===== config.mk =====
export PLATFORM = sky130hd
export DESIGN_NAME = pe_row_16
export DESIGN_NICKNAME = d
export VERILOG_FILES = /design/src/rtl/pe_row_16.sv
export SDC_FILE = /design/constraint.sdc
export NUM_CORES = 2
export LEC_CHECK = 0
export BUFFER_PORTS_ARGS = -buffer_cell sky130_fd_sc_hd__buf_2
export CORE_MARGIN = 3
export CORE_UTILIZATION = 50
export DETAILED_ROUTE_END_ITERATION = 6
export PLACE_DENSITY = 0.63
export SYNTH_ARGS = -nofsm -noshare
export SYNTH_HDL_FRONTEND = slang
export SYNTH_SLANG_ARGS = --single-unit

===== constraint.sdc =====
create_clock -name clk -period 10 [get_ports clk]
set_input_delay 0.5 -clock clk [delete_from_list [all_inputs] [get_ports clk]]
set_output_delay 0.5 -clock clk [all_outputs]
set_load 0.02 [all_outputs]

===== src/rtl/pe_row_16.sv =====
// rtl/pe_row_16.sv - 16-PE multiply-accumulate row: sliding-window dot product of the last 16 (r,f) pairs.
// Define PE_ROW_SAT_EN to saturate o_psum; the default build wraps it modulo 2**(2*WIDTH).
module pe_row_16 #(
  parameter int WIDTH = 8,
  parameter int NPE   = 16
) (
  input  logic               clk,
  input  logic               rstn,
  input  logic               en,
  input  logic [WIDTH-1:0]   i_r,
  input  logic [WIDTH-1:0]   i_f,
  output logic [2*WIDTH-1:0] o_psum
);

  localparam int PW = 2 * WIDTH;
  localparam int SW = PW + 4;

  logic [WIDTH-1:0] r_q [NPE];
  logic [WIDTH-1:0] f_q [NPE];
  logic [PW-1:0]    prod [NPE];
  logic [SW-1:0]    sum_wide;
  logic [PW-1:0]    psum_next;

  // Operands are zero-extended so each product keeps its full 2*WIDTH bits.
  always_comb begin
    sum_wide = '0;
    for (int k = 0; k < NPE; k++) begin
      prod[k]  = {{WIDTH{1'b0}}, r_q[k]} * {{WIDTH{1'b0}}, f_q[k]};
      sum_wide = sum_wide + {4'b0000, prod[k]};
    end
  end

`ifdef PE_ROW_SAT_EN
  always_comb begin
    psum_next = sum_wide[PW-1:0];
    if (sum_wide[SW-1:PW] != '0) psum_next = '1;
  end
`else
  always_comb begin
    psum_next = sum_wide[PW-1:0];
  end
`endif

  always_ff @(posedge clk or negedge rstn) begin
    if (!rstn) begin
      for (int k = 0; k < NPE; k++) begin
        r_q[k] <= '0;
        f_q[k] <= '0;
      end
      o_psum <= '0;
    end else if (en) begin
      r_q[0] <= i_r;
      f_q[0] <= i_f;
      for (int k = 1; k < NPE; k++) begin
        r_q[k] <= r_q[k-1];
        f_q[k] <= f_q[k-1];
      end
      o_psum <= psum_next;
    end
  end

endmodule


==> impl_metrics.toml <==
[timing]
drv_slew = 0
min_period_ns = 8.692
relSlewSlack_pct = 30.27
tns_ns = 0
worst_pin_slew_ns = 1.046
worst_slack_ns = 1.308
setup_viol = 0
fin_crit_sh_pct = 86.92
hold_viol_final = 0
clock-skew-final_ns = 0.02841
rsz0062_at_grt = "false"
fmax_mhz = 115.0

[clock_tree]
cts_buffers = 38
clkSinkCount = 272
cts_setup_buffers = 0
clk_latency_ns = 0.59
cts_tree = "yes"
path_clk_slew_ns = 0.06
cts-root-buf = "clkbuf_16"
cts.path.max_buffers = 3
cts_resized = 0
cts_hold_buf = 1
cts-htree-levels = 2

[global_route]
grt_pass1_vias = 31005
grt_util_all_layers_pct = 25.38
grt_max_degree = 130
grt_pass1_wl_um = 182300
antenna_found_initial = 0
gr-total-overflow = 0

[setup_path]
cp_max_fo = 10
worstPathRequired_ns = 10.50
crit_top_cell = "fa_1"
max_stage_delay_ns = 0.66
end_kind = "flop"
critical_path_class = "reg -> reg"
cp.arrival_ns = 9.20
cp_slowest_cell = "fa_1"
cp-start-kind = "flop"

[routing]
ant_nets = 0
route.detailed.wl_per_inst_um = 20.61
dr.pass1.iters = 6
dr_total_vias = 27757
drc = 0
drt_iter0_markers = 1570
drt_wl_total_um = 113000
vias_per_cell = 5.060

[synth]
async_flop_share_pct = 100.0
synth_edf_count = 0
synth_cell_types = 28
synth-seq-cells = 272
yosys-top-cells-count = "inv_1, fa_1, and2_1"
synthTopCellsByArea = "fa_1, dfrtp_1, ha_1"
netlist_instances = 4412
netlist.top_cell.by_area = "fa_1"
synth_most_common_cell = "inv_1"
synth_top_area_share_pct = 41.90
synth_fp_nets = 5791
ys_warn_count = 0
ys_seq_area_share_pct = 15.01
netlist_area_um2 = 45340
syn_avg_cell_area_um2 = 10.28
synthFlopType = "dfrtp_1"

[floorplanning]
rows = 109
core_area_um2 = 89190
die_h_um = 307.1
initial_core_util_pct = 50.84
die-area_um2 = 94340
io_pins = 35
dieWidth_um = 307.1

[outcome]
status = "finished clean"

[placed_design]
gp_congestion = 0.8829
port_buffers = 34
dp_hpwl_um = 92860
pre_cts_ws_ns = 1.338

[layout]
diodes = 0
drive_above_1_share_pct = 8.609
nNetsFinal = 5672
syn2layout_area_growth_pct = 5.127

[job]
cap_violations = 0

[hold_path]
hp-class = "in -> reg"
cells in the final DEF (no fill, tap or decap), types with 3 or more instances in the layout:
cell           n
clkbuf_1       5
inv_6          3
xor2_1         8
inv_1       1182
buf_2         32
clkinvlp_4     4
o21a_1         3
a21o_1         4
nor2_1        10
clkinv_2       4
clkbuf_8       6
fa_1         949
mux2_2       268
bufinv_16      7
buf_4          4
o21ai_0        3
dfrtp_1      272
and2_1       605
a21oi_1        9
clkbuf_16     39
nand2_1      422
xnor2_1       46
ha_1         411
nor2b_1        5
state kept, by name, indices dropped and copies added (netlist names):
register / count
r_q: 128
f_q: 128
o_psum: 16
through the flow:
step / utilization, % / instance area [um^2] / hold slack, ns / std cells
6_report: 53.44 / 47670 / 0.1450 / 5486
5_1_grt: 53.44 / 47670 / 0.1284 / 5486
4_1_cts: 53.44 / 47670 / 0.1125 / 5486
3_5_place_dp: 51.90 / 46290 / 0.4921 / 5417
3_3_place_gp: 51.90 / 46290 / 0.4857 / 5417
2_1_floorplan: - / 45340 / 0.2044 / 4412
worst paths after layout:
path / start / end / slack, ns / cells after the start
setup / recovery: r_q[68] / o_psum[15] / 1.31 / 26
hold / removal: i_r[6] / r_q[126] / 0.15 / 2
setup reg to reg: r_q[68] / o_psum[15] / 1.31 / 26
hold reg to reg: o_psum[3] / o_psum[3] / 0.50 / 1
max in group asynchronous: rstn / f_q[34] / 8.05 / 3
min in group asynchronous: rstn / r_q[107] / 0.48 / 2
cells by family after synthesis:
family	after synthesis	share of synthesized area (%)
multiplexers	268	6.656
buffers and inverters	1381	11.43
XOR/XNOR	56	1.142
adder cells (fa/ha/maj)	1360	53.24
AO/OA/AOI/OAI	29	0.4774
AND/OR/NAND/NOR	1046	12.04
flip-flops	272	15.01
worst max-delay path: cells and delay by family, from the launching register on:
| kind | cells | cell delay (ns) |
|---|---|---|
| AOI/OAI and AO/OA | 5 | 1.06 |
| buffers and inverters | 6 | 0.33 |
| and+or+nand+nor | 3 | 0.67 |
| DFF | 1 | 0.49 |
| adders and majority gates | 12 | 6.08 |
routing by layer:
layer  global-route usage, %  part of all wire (%)  vias up  routed length, um
met5                       0                     0        -                  0
met4                   6.397                   2.6        0               2903
met3                   3.471                   4.5      131               5093
met2                   42.25                    49      539              55070
met1                   35.40                    44    14642              49980
li1                        -                     -    12445                  -
cell type report:
type	instances	area, um^2
fillers	8076	41520
multi-input cells	2759	33350
flip-flops and latches	272	6807
inverters	1182	4437
well taps	1165	1458
clock buffers	50	1077
clock inverters	18	286.5
repair buffers	40	250.2
Power is not shown: default switching activity piles up to over one toggle a cycle in this logic, so the estimate is an artifact.
